**config.mk**
```make
export PLATFORM = sky130hd
export DESIGN_NAME = wb_queue
export DESIGN_NICKNAME = d
export VERILOG_FILES = /design/src/rtl/wb_queue.sv
export SDC_FILE = /design/constraint.sdc
export NUM_CORES = 1
export LEC_CHECK = 0
export ABC_CLOCK_PERIOD_IN_PS = 3000
export BUFFER_PORTS_ARGS = -buffer_cell sky130_fd_sc_hd__buf_4
export CORE_MARGIN = 3
export CORE_UTILIZATION = 35
export CTS_BUF_LIST = sky130_fd_sc_hd__clkbuf_8 sky130_fd_sc_hd__clkbuf_16
export DETAILED_ROUTE_END_ITERATION = 8
export GPL_ROUTABILITY_DRIVEN = 0
export MAX_ROUTING_LAYER = met4
export PLACE_DENSITY_LB_ADDON = 0.08
export SETUP_SLACK_MARGIN = 0.3
export SYNTH_ARGS = -nofsm -noshare
export SYNTH_HDL_FRONTEND = slang
export SYNTH_SLANG_ARGS = --single-unit
```
**constraint.sdc**
```tcl
create_clock -name clk -period 3 [get_ports clk]
set_input_delay 0.75 -clock clk [delete_from_list [all_inputs] [get_ports clk]]
set_output_delay 0.75 -clock clk [all_outputs]
set_load 0.005 [all_outputs]
```
**src/rtl/wb_queue.sv**
```systemverilog
// wb_queue: writeback merge of ALU results and a small in-order load FIFO with WAW kill and pending-write lookup
module wb_queue #(
  parameter int DEPTH = 4
) (
  input  logic                     clk,
  input  logic                     reset,
  input  logic                     alu_valid,
  input  logic [4:0]               alu_reg,
  input  logic [63:0]              alu_data,
  input  logic                     mem_valid,
  output logic                     mem_ready,
  input  logic [4:0]               mem_reg,
  input  logic [63:0]              mem_data,
  output logic                     RegWrite,
  output logic [4:0]               WriteRegister,
  output logic [63:0]              WriteData,
  input  logic [4:0]               pend_query1,
  input  logic [4:0]               pend_query2,
  output logic                     pend_hit1,
  output logic                     pend_hit2,
  output logic [$clog2(DEPTH):0]   fifo_count
);
  localparam int AW = $clog2(DEPTH);
  localparam int CW = AW + 1;
  logic [4:0]       regQ  [DEPTH];
  logic [63:0]      dataQ [DEPTH];
  logic [DEPTH-1:0] liveQ, validQ;
  logic [AW-1:0]    headPtr, tailPtr;
  logic             doPush, doPop, hit1, hit2;
  assign mem_ready = fifo_count < CW'(DEPTH);
  assign doPush = mem_valid && mem_ready;
  // ALU results own the output stage; the FIFO drains only in ALU-idle cycles
  assign doPop = !alu_valid && fifo_count != '0;
  always_comb begin
    hit1 = 1'b0;
    hit2 = 1'b0;
    for (int i = 0; i < DEPTH; i++) begin
      hit1 = hit1 | (validQ[i] && liveQ[i] && regQ[i] == pend_query1);
      hit2 = hit2 | (validQ[i] && liveQ[i] && regQ[i] == pend_query2);
    end
    pend_hit1 = pend_query1 != 5'd31 && (hit1 || (RegWrite && WriteRegister == pend_query1));
    pend_hit2 = pend_query2 != 5'd31 && (hit2 || (RegWrite && WriteRegister == pend_query2));
  end
  always_ff @(posedge clk or negedge reset) begin
    if (!reset) begin
      RegWrite      <= 1'b0;
      WriteRegister <= '0;
      WriteData     <= '0;
      fifo_count    <= '0;
      headPtr       <= '0;
      tailPtr       <= '0;
      liveQ         <= '0;
      validQ        <= '0;
      for (int i = 0; i < DEPTH; i++) begin
        regQ[i]  <= '0;
        dataQ[i] <= '0;
      end
    end else begin
      if (alu_valid) begin
        RegWrite      <= alu_reg != 5'd31;
        WriteRegister <= alu_reg;
        WriteData     <= alu_data;
      end else if (doPop) begin
        RegWrite      <= liveQ[headPtr];
        WriteRegister <= regQ[headPtr];
        WriteData     <= dataQ[headPtr];
      end else begin
        RegWrite <= 1'b0;
      end
      // An ALU write is always youngest, so older queued writes to the same register die
      for (int i = 0; i < DEPTH; i++)
        if (alu_valid && validQ[i] && regQ[i] == alu_reg) liveQ[i] <= 1'b0;
      if (doPop) begin
        validQ[headPtr] <= 1'b0;
        headPtr         <= headPtr + AW'(1);
      end
      if (doPush) begin
        regQ[tailPtr]   <= mem_reg;
        dataQ[tailPtr]  <= mem_data;
        liveQ[tailPtr]  <= mem_reg != 5'd31 && !(alu_valid && alu_reg == mem_reg);
        validQ[tailPtr] <= 1'b1;
        tailPtr         <= tailPtr + AW'(1);
      end
      fifo_count <= fifo_count + CW'(doPush) - CW'(doPop);
    end
  end
endmodule
```
== Yosys cells after proc, flatten, opt, wreduce, memory -nomap -nowiden ==
Cells that the tools add are included.
Widths: inputs -> output; s select.

* Register bits after elaboration: 361
* Output and inout bits: 76
* Word-level logic and storage cells: 127

* Add/sub/neg operators: 4
* Order comparisons: 8
* Equal/unequal tests: 19
* Muxes and demuxes: 32
* Bitwise logic cells: 11
* Reduce and logical (&&, ||, !) cells: 37

{| class="wikitable"
|+ Operators by type and width
! operator !! count
|-
| $mux 64 || 5
|-
| $bwmux 256 || 1
|-
| $bmux 64 s2 || 1
|-
| $demux 64 s2 || 1
|-
| $eq 5x5->1 || 15
|-
| $logic_and 1x1->1 || 31
|-
| $mux 5 || 5
|-
| $bwmux 20 || 1
|-
| $ne 5x5->1 const B || 4
|-
| $mux 4 || 3
|-
| $bmux 5 s2 || 1
|-
| $demux 5 s2 || 1
|-
| $mux 1 || 9
|-
| $ge 3x3->1 const B || 2
|-
| $lt 2x3->1 const B || 2
|-
| $not 2->3 || 2
|-
| $or 1x1->1 || 6
|-
| $add 2x1->2 const B || 2
|-
| $and 4x4->4 || 1
|-
| $bwmux 4 || 1
|-
| $demux 1 s2 || 2
|-
| $ge 2x1->1 const B || 2
|-
| $not 4->4 || 1
|-
| $or 4x4->4 || 1
|-
| other kinds (9) || 11
|}

== Depth between registers and ports, before layout ==
Gate-level depths: netlist (run 1).

* Word-level depth: 9
* Mapped depth: 11

== Worst setup path before layout (run 1) ==
No wires, ideal clock.

* Kind: input to register
* From: input port alu_valid
* To: register fifo_count[2]
* Library setup time: 0.126 ns
* Arrival: 2.301 ns
* Required time: 2.874 ns
* Path slack: 0.572 ns
* Cell stages on the path: 9
* Path buffers: 1
* Path through: buf_2 nor2_2 ha_1 inv_1 ha_1 inv_1 fa_1 xnor2_1 xnor2_1

* Word-level cells in the longest chain between the ends: 3

{| class="wikitable"
|+ RTL lines
! element !! line !! source
|-
| start: declaration || 7 || <nowiki>input logic alu_valid,</nowiki>
|-
| $logic_not 1->1 || 33 || <nowiki>assign doPop = !alu_valid && fifo_count != '0;</nowiki>
|-
| $logic_and 1x1->1 || 33 ||
|-
| via doPop || 29 || <nowiki>logic doPush, doPop, hit1, hit2;</nowiki>
|-
| $sub 3x1->3 || 84 || <nowiki>fifo_count <= fifo_count + CW'(doPush) - CW'(doPop);</nowiki>
|-
| end signal: assignment || 84 ||
|-
| end: declaration || 21 || <nowiki>output logic [$clog2(DEPTH):0] fifo_count</nowiki>
|}

The timed path passes the listed nets, and every way through them passes these cells.
A chain may end at the register's enable or synchronous reset.

== Worst setup path after layout (run 1) ==
* From: register regQ[3] (netlist name)
* To: output port pend_hit1

* Word-level cells in the longest chain between the ends: 5

{| class="wikitable"
|+ RTL lines
! element !! line !! source
|-
| start: declaration || 25 || <nowiki>logic [4:0] regQ [DEPTH];</nowiki>
|-
| start signal: indexed assignment || 78 || <nowiki>regQ[tailPtr] <= mem_reg;</nowiki>
|-
| $eq 5x5->1 || 38 || <nowiki>hit1 = hit1 | (validQ[i] && liveQ[i] && regQ[i] == pend_query1);</nowiki>
|-
| $logic_and 1x1->1 || 38 ||
|-
| $or 1x1->1 || 38 ||
|-
| $logic_or 1x1->1 || 41 || <nowiki>pend_hit1 = pend_query1 != 5'd31 && (hit1 || (RegWrite && WriteRegister == pend_query1));</nowiki>
|-
| $logic_and 1x1->1 || 41 ||
|-
| end: declaration || 19 || <nowiki>output logic pend_hit1,</nowiki>
|}

Every way passes these cells.

==> flow_summary.toml, run 1 <==
[run_status]
status = "completed"

[synthesis]
ys_top_cells_by_area = "dfrtp_1, mux2_2, mux4_2"
synth_largest_area_cell = "dfrtp_1"
synth_edf_count = 0
netlist_instances = 1172
ys_warn_count = 0
ys_ff_latch = 361
synth_nets = 1335
synth_top_area_share_pct = 52.87
avgSynthCellArea_sq_um = 14.58
syn-cell-area_sq_um = 17090
synth.distinct_cells = 29
async_flop_share_pct = 100.0
synth.yosys.seq_area_share_pct = 52.87
synth_most_common_cell = "dfrtp_1"
synth_common_cells = "dfrtp_1, mux2_2, nand2_1"
synthFlopType = "dfrtp_1"

[clock_network]
cts_hold_buf = 0
clockRootBuffer = "clkbuf_16"
clk_path_buf_depth = 3
clkTransAtPathRegs_ps = 60
clock-sinks = 361
clk_latency_ps = 560
numCtsBuffers = 44
cts_tree = "built"
htreeDepth = 2

[pwr]
seq_power_share_pct = 39.4
clkPwrFrac_pct = 22.6
pwr_density_cell_nw_per_um2 = 1084
p_switching_mw = 7.102
power_mw = 22.79
leakage_nw = 9.298
combinationalPowerShare_pct = 37.9
vdd_drop_max_mv = 0.4286
swShare_pct = 31.16
p_int_mw = 15.69

[sta]
min_period_over_period_pct = 90.77
layout_min_cycle_time_ps = 2723
slew_violations = 0
hold_viol = 0
setup_viol = 0
clock.fmax_ghz = 0.3672
setup_total_negative_slack_ps = 0
fin_skew_ps = 15.94
worst_slack_ps = 276.9
worst_slew_pin_slew_ps = 658.5
rsz0062_at_grt = "true"
relSlewSlack_pct = 56.10

[route]
via_per_inst = 5.069
route.vias.total = 10470
firstDrtPassIters = 4
wl_per_cell_um = 20.85
wirelength_um = 43050
drt.antenna.violating_nets = 0
drt_iter0_drc = 480
drc = 0

[die]
die_y_um = 226.9
io_pins = 228
core_sq_um = 47950
initial_core_util_pct = 35.63
dieArea_sq_um = 51500
rows = 80
die_x_um = 226.9

[flow_run]
maxCapViolCount = 0

[critical_path]
critPathKind = "flop to output port"
end_kind = "output port"
start_kind = "flop"
path_max_fanout = 4
arrival_ps = 1970
reg2reg_slack_ps = 800
rr_worst_depth = 9
cp_data_required_time_ps = 2250

[place]
post-place-ws_ps = 357.5
port_buffers = 227
dp_hpwl_um = 27720

[global_routing]
antenna_found_initial = 3
overflow = 0
grt_usage_pct = 17.46
grt_first_pass_wirelength_um = 67550
grt_max_degree = 145
grt_pass1_vias = 11330

[finish]
drive_gt1_share_pct = 50.10
fillers = 4403
syn2layout_area_growth_pct = 23.01
finalNetCount = 1579

[hold_path]
min_path_type = "input pin to async pin"
## critical path, stage by stage (launching register included)
cell	delay, ps
dfrtp_2	460
xor2_2	160
nor4_2	290
nand4_1	140
o21ai_2	100
a2bb2oi_2	150
buf_4	120
## per-stage QoR
step                      cells  cell area [sq um]  hold WS [ps]  utilization [%]
final                      2065              21020         162.2            43.83
after detailed placement   1968              19400         487.4            40.47
after global routing       2065              21020         172.0            43.83
after CTS                  2058              20940         156.7            43.68
after global placement     1968              19400         473.4            40.47
after floorplan            1172              17090         454.4                -
## registers in the layout, summed over array words and instances, names as in the netlist
signal,cells
dataQ,256
WriteData,64
regQ,20
WriteRegister,5
liveQ,4
validQ,4
fifo_count,3
headPtr,2
tailPtr,2
RegWrite,1
## metal layers
metal | vias to the layer above | GRT usage, % | routed length, um
met1 | 5463 | 23.88 | 19880
met3 | 57 | 3.649 | 2211
li1 | 4732 | - | -
met2 | 215 | 27.08 | 20300
met5 | - | - | 0
met4 | 0 | 3.745 | 663
## cell families (layout without fill, tap and decap cells)
| family | Yosys count | count (layout) | synth area share (%) |
|---|---|---|---|
| adder cells (fa/ha/maj) | 11 | 11 | 0.8495 |
| AND/OR/NAND/NOR | 132 | 132 | 3.867 |
| multiplexers | 415 | 415 | 31.92 |
| buffers and inverters | 93 | 368 | 3.999 |
| other | 0 | 3 | 0 |
| XOR/XNOR | 79 | 79 | 4.050 |
| flip-flops | 361 | 361 | 52.87 |
| AO/OA/AOI/OAI | 81 | 81 | 2.439 |
## final timing paths
check,endpoint,start
setup / recovery,pend_hit1,regQ[3]
hold / removal,dataQ[3],reset
setup reg to reg,fifo_count[2],fifo_count[2]
hold reg to reg,dataQ[53],dataQ[53]
max in group asynchronous,dataQ[238],reset
min in group clk,WriteData[43],alu_data[43]
## final cells by class
class	count	area, sq um	area share [%]
clock buffers	54	1250	5.947
diodes	3	7.507	0.03572
inverters	9	33.78	0.1607
clock inverters	23	156.4	0.7442
repair buffers	282	2312	11.00
well taps	615	769.5	3.661
multi-input cells	718	7421	35.31
flip-flops and latches	361	9066	43.14
## cell usage in the layout (no fill, tap or decap)
cell type and instances:
dfrtp_1 339, buf_4 266, mux2_2 251, nand2_1 84
mux4_2 70, o21ai_1 69, mux2i_1 69, xor2_1 51
clkbuf_16 45, xnor2_1 27, inv_1 22, mux2_4 21
dfrtp_2 20, buf_12 15, nand3_1 12, nand4_1 12
nor4_1 10, ha_1 10, clkbuf_8 9, o21ai_0 8
clkinv_2 6, nand2_8 4, mux2_1 4, diode_2 3
nor4_2 3, and4_1 2, a2bb2oi_2 2, inv_6 2
bufinv_16 2, dfrtp_4 2, nor3_2 1, nor2_2 1
nor2b_2 1, xor2_2 1, o21ai_2 1, nand3_2 1
and3_1 1, a22o_1 1, fa_1 1, buf_8 1
## power by group through the flow
stage | clock network, mW | logic [mW] | registers, mW
final | 5.16 | 8.64 | 8.99
after global placement | 0 | 8.37 | 9.10
after CTS | 5.34 | 8.77 | 9.01
after detailed placement | 0 | 8.51 | 9.13
after floorplan | 0 | 6.37 | 8.42
after global routing | 5.53 | 9.49 | 9.31
## repair_timing
item / 4_1_cts / 5_1_grt
resized for setup: 24 / 6
cloned: 0 / 0
endpoints found under the setup margin: 2 / 2
pin swaps: 14 / 13
endpoints found under the hold margin: 0 / 0
setup buffers: 13 / 4
No activity file was read; power rests on OpenSTA's default activity.
==> inputs of run 2 (changes only) <==
ABC_CLOCK_PERIOD_IN_PS = unset   (was 3000)
CORE_UTILIZATION = 40   (was 35)
GPL_TIMING_DRIVEN = 1   (was unset)
==> flow_summary.toml, run 2 (same netlist as run 1, synthesis figures left out) <==
[run_status]
status = "completed"

[route]
firstDrtPassIters = 4
route.vias.total = 10270
via_per_inst = 5.197
drt_iter0_drc = 471
drc = 0
drt.antenna.violating_nets = 0
wirelength_um = 40470
wl_per_cell_um = 20.47

[finish]
final_cell_area_sq_um = 20820
largest_reg_flops = 256
drive_gt1_share_pct = 49.06
largest-register = "dataQ"
syn2layout_area_growth_pct = 21.85
layout.cells.non_filler = 1977
fin_util_pct = 49.52
final_common_cell = "dfrtp_1"
top_regs = "dataQ (256), WriteData (64), regQ (20)"
finalNetCount = 1567
final_cell_mix = "dfrtp_1, buf_4, mux2_2"

[die]
dieArea_sq_um = 45230
core_sq_um = 42040
initial_core_util_pct = 40.64
die_x_um = 212.7
rows = 75
die_y_um = 212.7
io_pins = 228

[place]
post-place-ws_ps = 312.8
placedCellCount = 1884
port_buffers = 227
place_area_sq_um = 19250
dp_hpwl_um = 25740

[critical_path]
start_kind = "flop"
end_kind = "output port"
arrival_ps = 2070
cp_data_required_time_ps = 2250
critPathKind = "flop to output port"
path_max_fanout = 3

[global_routing]
overflow = 0
grt_first_pass_wirelength_um = 63890
antenna_found_initial = 0
grt_max_degree = 145
grt_usage_pct = 18.73
grt_pass1_vias = 10890

[clock_network]
clock-sinks = 361
clockRootBuffer = "clkbuf_16"
clk_path_buf_depth = 3
cts_tree = "built"
numCtsBuffers = 42
htreeDepth = 2
clkTransAtPathRegs_ps = 60
clk_latency_ps = 550

[flow_run]
maxCapViolCount = 0

[sta]
setup_viol = 0
worst_slew_pin_slew_ps = 629.1
relSlewSlack_pct = 58.06
hold_viol = 0
worst_slack_ps = 183.9
setup_total_negative_slack_ps = 0
layout_min_cycle_time_ps = 2816
clock.fmax_ghz = 0.3551
slew_violations = 0
rsz0062_at_grt = "true"
fin_skew_ps = 17.38
min_period_over_period_pct = 93.87

[hold_path]
min_path_type = "input pin to async pin"

[pwr]
leakage_nw = 9.254
pwr_density_cell_nw_per_um2 = 1083
vdd_drop_max_mv = 0.5555
## run 2: cell types whose count changed in the layout (fill, tap and decap cells not counted), sizes merged
| cell | delta |
|---|---|
| inv | -3 |
| clkbuf | +7 |
| bufinv | -2 |
| buf | -10 |
| clkinv | -2 |
| diode | -2 |
## run 2: timing repair
item | CTS | global route
setup buffers | 4 | 11
pin swaps | 3 | 5
setup endpoints to repair | 2 | 2
hold buffers | 0 | 0
hold endpoints to repair | 0 | 0
gates resized for setup | 12 | 6
## run 2: final timing paths
kind	startpoint	end	slack, ps	cells after the start
worst min-delay path	reset	regQ[15]	120	1
worst max register to register	fifo_count[2]	fifo_count[2]	820	9
min in group clk	alu_data[15]	WriteData[15]	410	3
max in group asynchronous	reset	dataQ[151]	1950	3
worst max-delay path	regQ[7]	pend_hit1	180	7
worst min register to register	dataQ[63]	dataQ[63]	490	1
## run 2: critical path: stages (launching register included)
cell and delay [ps]:
dfrtp_2 430, buf_6 130, xor2_1 140, nor4_1 270, nand4_1 130, nand3_1 110, a2bb2oi_2 170, buf_4 130
## run 2: through the flow
step	power, mW	hold WS, ps
6_report	22.55	115.2
5_1_grt	24.06	114.5
4_1_cts	22.81	96.94
3_5_place_dp	17.50	481.6
3_3_place_gp	17.31	481.4
2_1_floorplan	14.79	454.4
## run 2: area by class of cell
cell class / instances / area [sq um]
tap: 539 / 674.4
timing repair buffer: 272 / 2241
antenna: 1 / 2.502
inverter: 9 / 33.78
fill: 3744 / 21220
sequential: 361 / 9057
clock buffer: 61 / 1346
clock inverter: 16 / 65.06
multi-input combinational: 718 / 7397
## run 2: layer usage
metal,GRT usage (%),up-vias,share of wire [%]
met1,25.71,5330,46
met3,3.394,52,4.7
met4,5.070,0,1.7
met2,28.96,193,47
met5,-,-,0
li1,-,4699,-
## run 2: power by group
group	internal (mW)	switching (mW)	leakage, nW
Combinational	5.22	3.29	4.17
Sequential	7.32	1.61	4.34
Clock	3.09	2.01	0.749
